### src/rtl/conv_tap_sequencer.sv
// conv_tap_sequencer: steps a 9-to-1 tap mux through a 3x3 window and accumulates signed coefficient weights
module conv_tap_sequencer (
  input  logic        clk,
  input  logic        rst_n,
  input  logic        start,
  input  logic [35:0] coef,
  input  logic        mux_in,
  output logic [3:0]  sel,
  output logic        busy,
  output logic [7:0]  result,
  output logic        result_valid,
  input  logic        result_ready
);
  typedef enum logic [1:0] {IDLE, RUN, HOLD} state_t;
  state_t      state_q, state_d;
  logic [3:0]  sel_q, sel_d;
  logic        busy_q, busy_d;
  logic        valid_q, valid_d;
  logic [7:0]  acc_q, acc_d;
  logic [7:0]  result_q, result_d;
  logic [35:0] coef_q, coef_d;
  logic [3:0]  tap_idx;
  logic [3:0]  tap_coef;
  logic [7:0]  sum;
  // next-state and datapath: pick the current tap's latched weight and add it when the mux reports a 1
  always_comb begin
    tap_idx  = sel_q - 4'd1;
    tap_coef = coef_q[{tap_idx, 2'b00} +: 4];
    sum      = acc_q + (mux_in ? {{4{tap_coef[3]}}, tap_coef} : 8'd0);
    state_d  = state_q;
    sel_d    = sel_q;
    busy_d   = busy_q;
    valid_d  = valid_q;
    acc_d    = acc_q;
    result_d = result_q;
    coef_d   = coef_q;
    case (state_q)
      IDLE: if (start) begin
        coef_d  = coef;
        acc_d   = 8'd0;
        sel_d   = 4'd1;
        busy_d  = 1'b1;
        state_d = RUN;
      end
      RUN: if (sel_q == 4'd9) begin
        result_d = sum;
        valid_d  = 1'b1;
        sel_d    = 4'd0;
        state_d  = HOLD;
      end else begin
        acc_d = sum;
        sel_d = sel_q + 4'd1;
      end
      HOLD: if (result_ready) begin
        valid_d = 1'b0;
        busy_d  = 1'b0;
        state_d = IDLE;
      end
      default: begin
        state_d = IDLE;
        sel_d   = 4'd0;
        busy_d  = 1'b0;
        valid_d = 1'b0;
      end
    endcase
  end
  // state and registered outputs; reset drops any partial window
  always_ff @(posedge clk or negedge rst_n) begin
    if (!rst_n) begin
      state_q  <= IDLE;
      sel_q    <= 4'd0;
      busy_q   <= 1'b0;
      valid_q  <= 1'b0;
      acc_q    <= 8'd0;
      result_q <= 8'd0;
      coef_q   <= 36'd0;
    end else begin
      state_q  <= state_d;
      sel_q    <= sel_d;
      busy_q   <= busy_d;
      valid_q  <= valid_d;
      acc_q    <= acc_d;
      result_q <= result_d;
      coef_q   <= coef_d;
    end
  end
  assign sel          = sel_q;
  assign busy         = busy_q;
  assign result       = result_q;
  assign result_valid = valid_q;
endmodule

### config.mk
export PLATFORM = sky130hd
export DESIGN_NAME = conv_tap_sequencer
export DESIGN_NICKNAME = d
export VERILOG_FILES = /design/src/rtl/conv_tap_sequencer.sv
export SDC_FILE = /design/constraint.sdc
export NUM_CORES = 1
export LEC_CHECK = 0
export ABC_AREA = 1
export BUFFER_PORTS_ARGS = -buffer_cell sky130_fd_sc_hd__buf_2
export CORE_MARGIN = 2
export CORE_UTILIZATION = 40
export DETAILED_ROUTE_END_ITERATION = 8
export PLACE_DENSITY = 0.69
export SLEW_MARGIN = 20
export SYNTH_ARGS = -nofsm -noshare
export SYNTH_HDL_FRONTEND = slang
export SYNTH_SLANG_ARGS = --single-unit
export TNS_END_PERCENT = 5
### constraint.sdc
create_clock -name clk -period 2.96 [get_ports clk]
set_clock_uncertainty 0.15 [all_clocks]
set_input_delay 0.444 -clock clk [delete_from_list [all_inputs] [get_ports clk]]
set_output_delay 0.444 -clock clk [all_outputs]
set_load 0.1 [all_outputs]
### After elaboration in Yosys (flattened, before gate mapping)

Index checks and enable logic that the tools add are counted.

| storage, ports and cells | value |
|---|---|
| output and inout port bits | 14 |
| logic and storage cells | 46 |
| input bits | 41 |
| flip-flop bits (word level) | 60 |

| cells by class | value |
|---|---|
| add/sub/neg operators | 3 |
| bitwise logic cells | 3 |
| reduce and logical (&&, ||, !) cells | 9 |
| eq/ne operators | 7 |
| muxes and demuxes | 16 |
| shifts and indexed selects | 1 |

Operator list:

| kind | number |
|---|---|
| indexed part select 36 x 7 -> 4 bit | 1 |
| 2-to-1 mux 8 bit | 3 |
| one-hot mux 8 bit (2 select lines) | 1 |
| one-hot mux 4 bit (3 select lines) | 1 |
| AND reduction 3 bit | 4 |
| adder 8 bit | 1 |
| 2-to-1 mux 4 bit | 2 |
| inequality test 2 bit (second input constant) | 4 |
| 2-to-1 mux 2 bit | 3 |
| one-hot mux 1 bit (3 select lines) | 2 |
| one-hot mux 2 bit (3 select lines) | 1 |
| AND reduction 2 bit | 3 |
| adder 4 x 1 -> 4 bit (second input constant) | 1 |
| == test 4 bit (second input constant) | 1 |
| subtractor 4 x 1 -> 4 bit (second input constant) | 1 |
| 2-to-1 mux 1 bit | 3 |
| NOT 1 bit | 3 |
| == test 2 x 1 -> 1 bit (second input constant) | 1 |
| == test 2 bit (second input constant) | 1 |
| zero test 2 bit | 1 |
| nonzero test 2 bit | 1 |

### Logic depth before layout (Yosys ltp)

Gate-level depths: netlist (run 1).

| logic depth | value |
|---|---|
| depth in word-level cells | 6 |
| gate-level depth with buffers | 22 |
| depth with buffers taken out | 20 |

### Worst setup path after synthesis (run 1)

No wires, ideal clock.

| timing | value |
|---|---|
| kind | flip-flop to flip-flop |
| start | reg sel_q[0] (netlist: sel[0]) |
| end | reg result_q[6] (netlist: result[6]) |
| required time | 2.690 ns |
| setup time | 0.120 ns |
| cell stages (with the launch flop) | 23 |
| path buffers | 3 |
| path slack | -1.042 ns |
| period minus slack after synthesis | 4.002 ns |
| arrival | 3.732 ns |
| cells stage by stage | dfrtp_1 > inv_1 > buf_4 > buf_4 > ha_1 > buf_4 > inv_2 > a21oi_1 > a22oi_1 > nand2_1 > nand3_1 > nand3_1 > inv_1 > ha_1 > inv_1 > fa_1 > o21ai_1 > nand2_1 > nand2_1 > a21oi_1 > or2_1 > nand3_1 > nand2_1 |

| on the way | value |
|---|---|
| cells in the longest elaborated chain, start to end | 4 |
| elaborated cells between the ends (all ways) | 6 |
| those cells by class | add/sub: 2; eq/ne: 1; shift: 1; mux: 1; reduce/logical: 1 |

RTL lines:

| element | line | source |
|---|---|---|
| start, declared | 16 | `logic [3:0] sel_q, sel_d;` |
| start signal, assigned | 79 | `sel_q <= sel_d;` |
| subtractor 4 x 1 -> 4 bit | 27 | `tap_idx = sel_q - 4'd1;` |
| indexed part select 36 x 7 -> 4 bit | 28 | `tap_coef = coef_q[{tap_idx, 2'b00} +: 4];` |
| 2-to-1 mux 8 bit | 29 | `sum = acc_q + (mux_in ? {{4{tap_coef[3]}}, tap_coef} : 8'd0);` |
| adder 8 bit | 29 |  |
| end signal, assigned | 83 | `result_q <= result_d;` |
| end, declared | 20 | `logic [7:0] result_q, result_d;` |

Parallel ways exist; a longest one is shown, timed or not.
A chain may end at the register's enable or synchronous reset.

### Worst setup path after layout (run 1)

| timing | value |
|---|---|
| start | reg sel_q[0] (netlist: sel[0]) |
| end | reg acc_q[6] |

| on the way | value |
|---|---|
| cells in the longest elaborated chain, start to end | 6 |
| elaborated cells between the ends (all ways) | 9 |
| those cells by class | add/sub: 2; eq/ne: 2; shift: 1; mux: 3; reduce/logical: 1 |

RTL lines:

| element | line | source |
|---|---|---|
| subtractor 4 x 1 -> 4 bit | 27 |  |
| indexed part select 36 x 7 -> 4 bit | 28 |  |
| 2-to-1 mux 8 bit | 29 |  |
| adder 8 bit | 29 |  |
| 2-to-1 mux 8 bit | 45 | `RUN: if (sel_q == 4'd9) begin` |
| one-hot mux 8 bit (2 select lines) | 37 | `case (state_q)` |
| end signal, assigned | 74 | `acc_q <= 8'd0;` |
| end signal, assigned | 82 | `acc_q <= acc_d;` |
| end, declared | 19 | `logic [7:0] acc_q, acc_d;` |

Parallel ways exist; a longest one is shown, timed or not. The select of a mux whose other input is x is not followed.

==> results of run 1 <==
synth_stat cells:
cell type | n | area share (%)
sky130_fd_sc_hd__a22o_1 | 1 | 0.28
sky130_fd_sc_hd__inv_1 | 24 | 2.9
sky130_fd_sc_hd__buf_2 | 6 | 0.97
sky130_fd_sc_hd__nand3_2 | 5 | 1.6
sky130_fd_sc_hd__o21ai_0 | 11 | 1.8
sky130_fd_sc_hd__ha_1 | 10 | 4.0
sky130_fd_sc_hd__a22oi_1 | 3 | 0.73
sky130_fd_sc_hd__nand3b_1 | 1 | 0.24
sky130_fd_sc_hd__nand2_1 | 68 | 8.2
sky130_fd_sc_hd__nor3_1 | 1 | 0.16
sky130_fd_sc_hd__o211ai_1 | 1 | 0.24
sky130_fd_sc_hd__nand3_1 | 32 | 5.2
sky130_fd_sc_hd__xnor2_1 | 4 | 1.1
sky130_fd_sc_hd__buf_4 | 4 | 0.97
sky130_fd_sc_hd__xor2_1 | 1 | 0.28
sky130_fd_sc_hd__o22ai_1 | 4 | 0.81
sky130_fd_sc_hd__dfrtp_1 | 60 | 48
sky130_fd_sc_hd__fa_1 | 1 | 0.65
sky130_fd_sc_hd__nand2_4 | 3 | 1.1
sky130_fd_sc_hd__nor2_4 | 1 | 0.36
sky130_fd_sc_hd__a21oi_4 | 1 | 0.52
sky130_fd_sc_hd__mux2_2 | 33 | 12
sky130_fd_sc_hd__a21oi_1 | 16 | 2.6
sky130_fd_sc_hd__nor2_2 | 4 | 0.81
sky130_fd_sc_hd__nand2_2 | 5 | 1.0
sky130_fd_sc_hd__inv_2 | 8 | 0.97
sky130_fd_sc_hd__or2_1 | 1 | 0.20
sky130_fd_sc_hd__o21ai_1 | 3 | 0.48
sky130_fd_sc_hd__a21o_1 | 1 | 0.24
sky130_fd_sc_hd__inv_4 | 1 | 0.20
sky130_fd_sc_hd__nor2_1 | 6 | 0.73
sky130_fd_sc_hd__a211oi_1 | 1 | 0.24
metrics by stage:
| stage | util [%] | TNS [ns] |
|---|---|---|
| finish | 49.5 | 0 |
| global route | 49.5 | -0.403 |
| CTS | 49.1 | 0 |
| detailed placement | 46.3 | 0 |
| global placement | 46.3 | 0 |
| floorplan | - | -1.26 |
cell families (layout without fill, tap and decap cells):
logic type | after synthesis | after routing | share of synthesized area (%)
AO/OA/AOI/OAI | 42 | 42 | 7.91
XOR/XNOR | 5 | 5 | 1.41
adder cells (fa/ha/maj) | 11 | 11 | 4.68
buffers and inverters | 43 | 112 | 6.01
flip-flops | 60 | 60 | 48.4
multiplexers | 33 | 33 | 12.0
AND/OR/NAND/NOR | 127 | 127 | 19.6
worst max-delay path, cell delays in order (launching register included):
cell and delay, ns:
sky130_fd_sc_hd__dfrtp_4 0.49, sky130_fd_sc_hd__inv_4 0.07, sky130_fd_sc_hd__ha_4 0.22, sky130_fd_sc_hd__inv_8 0.08
sky130_fd_sc_hd__a21oi_1 0.04, sky130_fd_sc_hd__a22oi_1 0.19, sky130_fd_sc_hd__nand2_1 0.08, sky130_fd_sc_hd__nand3_1 0.07
sky130_fd_sc_hd__nand3_1 0.07, sky130_fd_sc_hd__inv_1 0.06, sky130_fd_sc_hd__ha_2 0.17, sky130_fd_sc_hd__inv_2 0.04
sky130_fd_sc_hd__fa_2 0.39, sky130_fd_sc_hd__o21ai_2 0.13, sky130_fd_sc_hd__nand2_1 0.07, sky130_fd_sc_hd__nand2_1 0.07
sky130_fd_sc_hd__a21oi_2 0.05, sky130_fd_sc_hd__or2_1 0.24, sky130_fd_sc_hd__nand3_1 0.07, sky130_fd_sc_hd__nand2_1 0.05
metal layers:
layer  GRT usage (%)  vias to the layer above
met4            5.72                        0
met1            20.5                     1131
met5               0                        -
met3            5.92                       11
li1                -                     1204
met2            27.5                       64
worst min-delay path by stage:
stage,cells past startpoint,slack (ns),start,to
5_1_grt,2,0.16,coef[14],coef_q[14]
3_5_place_dp,2,0.31,result[2],result[2]
4_1_cts,2,0.16,coef[2],coef_q[2]
3_3_place_gp,2,0.31,result[2],result[2]
2_1_floorplan,0,-0.002,rst_n,acc_q[0]
6_report,2,0.17,coef[2],coef_q[2]
state kept, by name, summed over array words and instances, names as in the netlist:
signal / cells
result_valid: 1
state_q: 2
result: 8
acc_q: 8
coef_q: 36
busy: 1
sel: 4
what timing repair did:
action,CTS,global route
endpoints found under the setup margin,2,4
endpoints found under the hold margin,28,0
pin swaps,2,6
gates resized for setup,0,8
hold buffers,1,0
buffers inserted,1,2
final cells by class:
cell class / count / area [um^2]
multi-input combinational: 218 / 1440
clock buffer: 9 / 124
sequential: 60 / 1510
tap: 102 / 128
clock inverter: 7 / 75.1
timing repair buffer: 63 / 353
inverter: 33 / 136
fill: 749 / 3840
==> flow_metrics.env, run 1 <==
export IMPL_ratio_of_cells_with_drive_above_1_in_the_final_layout_pct=38.5
export IMPL_globalplace_congestion=0.887
export IMPL_layout_common_cells="sky130_fd_sc_hd__nand2_1, sky130_fd_sc_hd__dfrtp_1, sky130_fd_sc_hd__buf_2, sky130_fd_sc_hd__mux2_2, sky130_fd_sc_hd__nand3_1"
export IMPL_placeableCoreArea_um2=7610
export IMPL_r2r_start="sel[0]"
export IMPL_worstMarginPinSlew_ns=0.932
export IMPL_route_top_layer_used="met4"
export IMPL_clock_path_buffers=2
export IMPL_clk_pin_slew_ns=0.07
export IMPL_place_worst_setup_slack_ns=0.0116
export IMPL_met3RoutedLength_um=372
export IMPL_cap_violations=0
export IMPL_n_antenna_cell=0
export IMPL_dpl_hpwl_um=4820
export IMPL_area_delta_synth_final_pct=21.4
export IMPL_place_inst=472
export IMPL_timing_critical_path_fanout_max=8
export IMPL_numCtsBuffers=9
export IMPL_synthesis_instances=321
export IMPL_setup_repair_after_global_routing_missed_its_margin="yes"
export IMPL_timing_final_hold_violations=0
export IMPL_vias_per_instance=4.90
export IMPL_clkLatencyLatePin_ns=0.35
export IMPL_worst_r2r_path_depth=19
export IMPL_timing_max_slew_rel_slack_pct=37.7
export IMPL_first_global_vias=2448
export IMPL_fin_area_um2=3760
export IMPL_fp_row_count=32
export IMPL_detail_route_wl_per_cell_um=13.0
export IMPL_initial_core_util_pct=40.8
export IMPL_remaining_drc_errors=0
export IMPL_fin_cells=492
export IMPL_layout_commonest_cell="sky130_fd_sc_hd__nand2_1"
export IMPL_die_area_um2=8480
export IMPL_holdWs_ns=0.171
export IMPL_routed_via_count=2410
export IMPL_run_status="finished, final reports clean"
export IMPL_yosys_register_bits=60
export IMPL_clockRootBuffer="sky130_fd_sc_hd__clkbuf_8"
export IMPL_crit_required_ns=3.05
export IMPL_synth_area_um2=3100
export IMPL_timing_critical_path_to="acc_q[6]"
export IMPL_synth_lib_cells_used_distinct=32
export IMPL_grt_overflow_total=0
export IMPL_wl_met2_um=3070
export IMPL_boundaryPins=55
export IMPL_syn_avg_cell_area_um2=9.66
export IMPL_clkSinkCount=60
export IMPL_detailed_place_area_um2=3520
export IMPL_holdCritPathClass="in -> reg"
export IMPL_worstSetupEndpointType="flip-flop"
export IMPL_final_min_clock_period_ns=2.91
export IMPL_route_antenna_remaining_nets=0
export IMPL_die_height_um=92.1
export IMPL_yosys_warnings=0
export IMPL_drt_initial_drc_count=69
export IMPL_cp_arrival_ns=3.00
export IMPL_grt_antenna_before_repair=0
export IMPL_timing_fmax_ghz=0.343
export IMPL_cts_max_level=3
export IMPL_ff2ff_setup_slack_ns=0.05
export IMPL_drt_wl_total_um=6400
export IMPL_detail_route_first_pass_iterations=4
export IMPL_minimum_setup_slack_in_the_final_design_ns=0.0473
export IMPL_fp_dieW_um=92.1
export IMPL_synth_net_count=373
export IMPL_io_buffers=54
export IMPL_post_route_period_util_pct=98.4
export IMPL_crit_reg2reg_capture="acc_q[6]"
export IMPL_ys_seq_area_share_pct=48.4
export IMPL_wl_met1_um=2860
export IMPL_setup_worst_path_class="reg -> reg"
export IMPL_worstSetupStartpoint="sel[0]"
export IMPL_clock_tree_from_tritoncts="yes"
export IMPL_critical_path_startpoint_category="flip-flop"
export IMPL_setup_violations=0
export IMPL_nets=437
export IMPL_grt_max_degree=43
export IMPL_finalMaxSlewViolations=0
export IMPL_grt_first_pass_wirelength_um=11200
export IMPL_groute_usage_overall_pct=16.7
Power of run 1 is left out: the tool's default activity adds up to more than one toggle a clock period on the data nets, which glitch-free logic cannot reach.
==> inputs of run 2 (changes only) <==
--- a/config.mk
+++ b/config.mk
@@ -7,11 +7,10 @@
 export LEC_CHECK = 0
 export ABC_AREA = 1
 export BUFFER_PORTS_ARGS = -buffer_cell sky130_fd_sc_hd__buf_2
-export CORE_MARGIN = 2
+export CORE_MARGIN = 5
 export CORE_UTILIZATION = 40
 export DETAILED_ROUTE_END_ITERATION = 8
 export PLACE_DENSITY = 0.69
-export SLEW_MARGIN = 20
 export SYNTH_ARGS = -nofsm -noshare
 export SYNTH_HDL_FRONTEND = slang
 export SYNTH_SLANG_ARGS = --single-unit
==> flow_metrics.env, run 2 (synthesis results as in run 1) <==
export IMPL_grt_overflow_total=0
export IMPL_critical_path_s_largest_stage_delay_ns=0.43
export IMPL_holdCritPathClass="in -> reg"
export IMPL_ratio_of_cells_with_drive_above_1_in_the_final_layout_pct=40.8
export IMPL_clock_path_buffers=2
export IMPL_grt_first_pass_wirelength_um=12100
export IMPL_crit_required_ns=3.04
export IMPL_grt_max_degree=43
export IMPL_grt_antenna_before_repair=0
export IMPL_boundaryPins=55
export IMPL_remaining_drc_errors=0
export IMPL_final_core_density_pct=50.5
export IMPL_n_antenna_cell=0
export IMPL_final_min_clock_period_ns=2.91
export IMPL_place_inst=473
export IMPL_io_buffers=54
export IMPL_timing_fmax_ghz=0.343
export IMPL_vias_per_instance=4.98
export IMPL_critical_path_startpoint_category="flip-flop"
export IMPL_timing_hold_worst_path_depth=2
export IMPL_worstPathCellList="inv_4 > ha_4 > buf_4 > nand3_1 > o21ai_1 > nand3_2 > inv_2 > ha_4 > inv_2 > fa_2 > o21ai_2 > nand2_1 > nand2_1 > a21oi_2 > or2_1 > nand3_1 > nand2_1"
export IMPL_layout_commonest_cell="sky130_fd_sc_hd__nand2_1"
export IMPL_place_worst_setup_slack_ns=0.0110
export IMPL_cts_max_level=3
export IMPL_cp_arrival_ns=2.99
export IMPL_initial_core_util_pct=40.6
export IMPL_drt_wl_total_um=7010
export IMPL_placeableCoreArea_um2=7650
export IMPL_die_height_um=98.1
export IMPL_clock_tree_from_tritoncts="yes"
export IMPL_route_antenna_remaining_nets=0
export IMPL_worstMarginPinSlew_ns=0.927
export IMPL_post_route_period_util_pct=98.4
export IMPL_holdWs_ns=0.178
export IMPL_routed_via_count=2474
export IMPL_cap_violations=0
export IMPL_worstSetupEndpointType="flip-flop"
export IMPL_largest_register_ffs=36
export IMPL_die_area_um2=9620
export IMPL_ff2ff_setup_slack_ns=0.05
export IMPL_first_global_vias=2562
export IMPL_fp_row_count=32
export IMPL_layout_common_cells="sky130_fd_sc_hd__nand2_1, sky130_fd_sc_hd__dfrtp_1, sky130_fd_sc_hd__buf_2, sky130_fd_sc_hd__mux2_2, sky130_fd_sc_hd__nand3_1"
export IMPL_timing_final_hold_violations=0
export IMPL_groute_usage_overall_pct=15.6
export IMPL_nets=442
export IMPL_area_delta_synth_final_pct=24.6
export IMPL_finalMaxSlewViolations=0
export IMPL_globalplace_congestion=0.829
export IMPL_detail_route_wl_per_cell_um=14.1
export IMPL_worst_r2r_path_depth=17
export IMPL_minimum_setup_slack_in_the_final_design_ns=0.0466
export IMPL_drt_initial_drc_count=64
export IMPL_hold_path_startpoint="coef[10]"
export IMPL_crit_top_cell="sky130_fd_sc_hd__nand2_1"
export IMPL_clkSinkCount=60
export IMPL_dpl_hpwl_um=5160
export IMPL_setup_violations=0
export IMPL_clk_pin_slew_ns=0.07
export IMPL_fp_dieW_um=98.1
export IMPL_fin_cells=497
export IMPL_run_status="finished, final reports clean"
export IMPL_setup_worst_path_class="reg -> reg"
export IMPL_setup_repair_after_global_routing_missed_its_margin="yes"
export IMPL_end_point_of_the_most_critical_hold_path="coef_q[10]"
export IMPL_crit_reg2reg_capture="result[6]"
export IMPL_timing_critical_path_fanout_max=6
export IMPL_clockRootBuffer="sky130_fd_sc_hd__clkbuf_8"
export IMPL_top_register="coef_q"
export IMPL_timing_max_slew_rel_slack_pct=38.0
export IMPL_numCtsBuffers=9
export IMPL_detail_route_first_pass_iterations=4
export IMPL_cp_slowest_cell="sky130_fd_sc_hd__dfrtp_4"
export IMPL_r2r_start="sel[0]"
export IMPL_clkLatencyLatePin_ns=0.34
[run 2: routing by layer]
layer  vias to the layer above  global-route usage (%)  routed length [um]
met5                         -                       0                   0
met4                         0                    6.07                  85
met3                         9                    4.57                 337
met2                        64                    25.7                3440
met1                      1191                    19.3                3150
li1                       1210                       -                   -
[run 2: how the worst max path moves through the flow]
stage | from | end | slack, ns | cells after the start
2_1_floorplan | sel[0] | result[6] | -0.35 | 22
3_3_place_gp | sel[0] | result[6] | 0.06 | 19
3_5_place_dp | sel[0] | result[6] | 0.01 | 19
4_1_cts | sel[0] | result[6] | 0.03 | 19
5_1_grt | sel[0] | result[6] | -0.15 | 19
6_report | sel[0] | result[6] | 0.05 | 17
[run 2: area by class of cell]
| cell class | instances | area, um^2 |
|---|---|---|
| Clock inverter | 4 | 72.6 |
| Multi-Input combinational cell | 218 | 1500 |
| Sequential cell | 60 | 1510 |
| Inverter | 33 | 136 |
| Fill cell | 711 | 3780 |
| Timing Repair Buffer | 68 | 378 |
| Clock buffer | 12 | 145 |
| Tap cell | 102 | 128 |
[run 2: per-stage QoR]
step / cell area (um^2) / setup TNS, ns
after detailed placement: 3510 / 0
after CTS: 3750 / 0
after global routing: 3860 / -0.547
after floorplan: 3140 / -1.26
after global placement: 3510 / 0
final: 3860 / 0
[run 2: timing repair]
action                                  CTS  global route
endpoints found under the hold margin    24             0
hold buffers                              1             0
endpoints found under the setup margin    2             7
buffers inserted                          1             6
resized for setup                         0            17
pin swaps                                 2             7
[run 2: critical path: cells and delay by family, from the launching register on]
| kind | cells | cell delay, ns |
|---|---|---|
| and+or+nand+nor | 7 | 0.72 |
| buffers and inverters | 4 | 0.30 |
| DFF | 1 | 0.43 |
| AOI/OAI and AO/OA | 3 | 0.37 |
| adders and majority gates | 3 | 0.84 |
Power of run 2 is left out for the same reason.
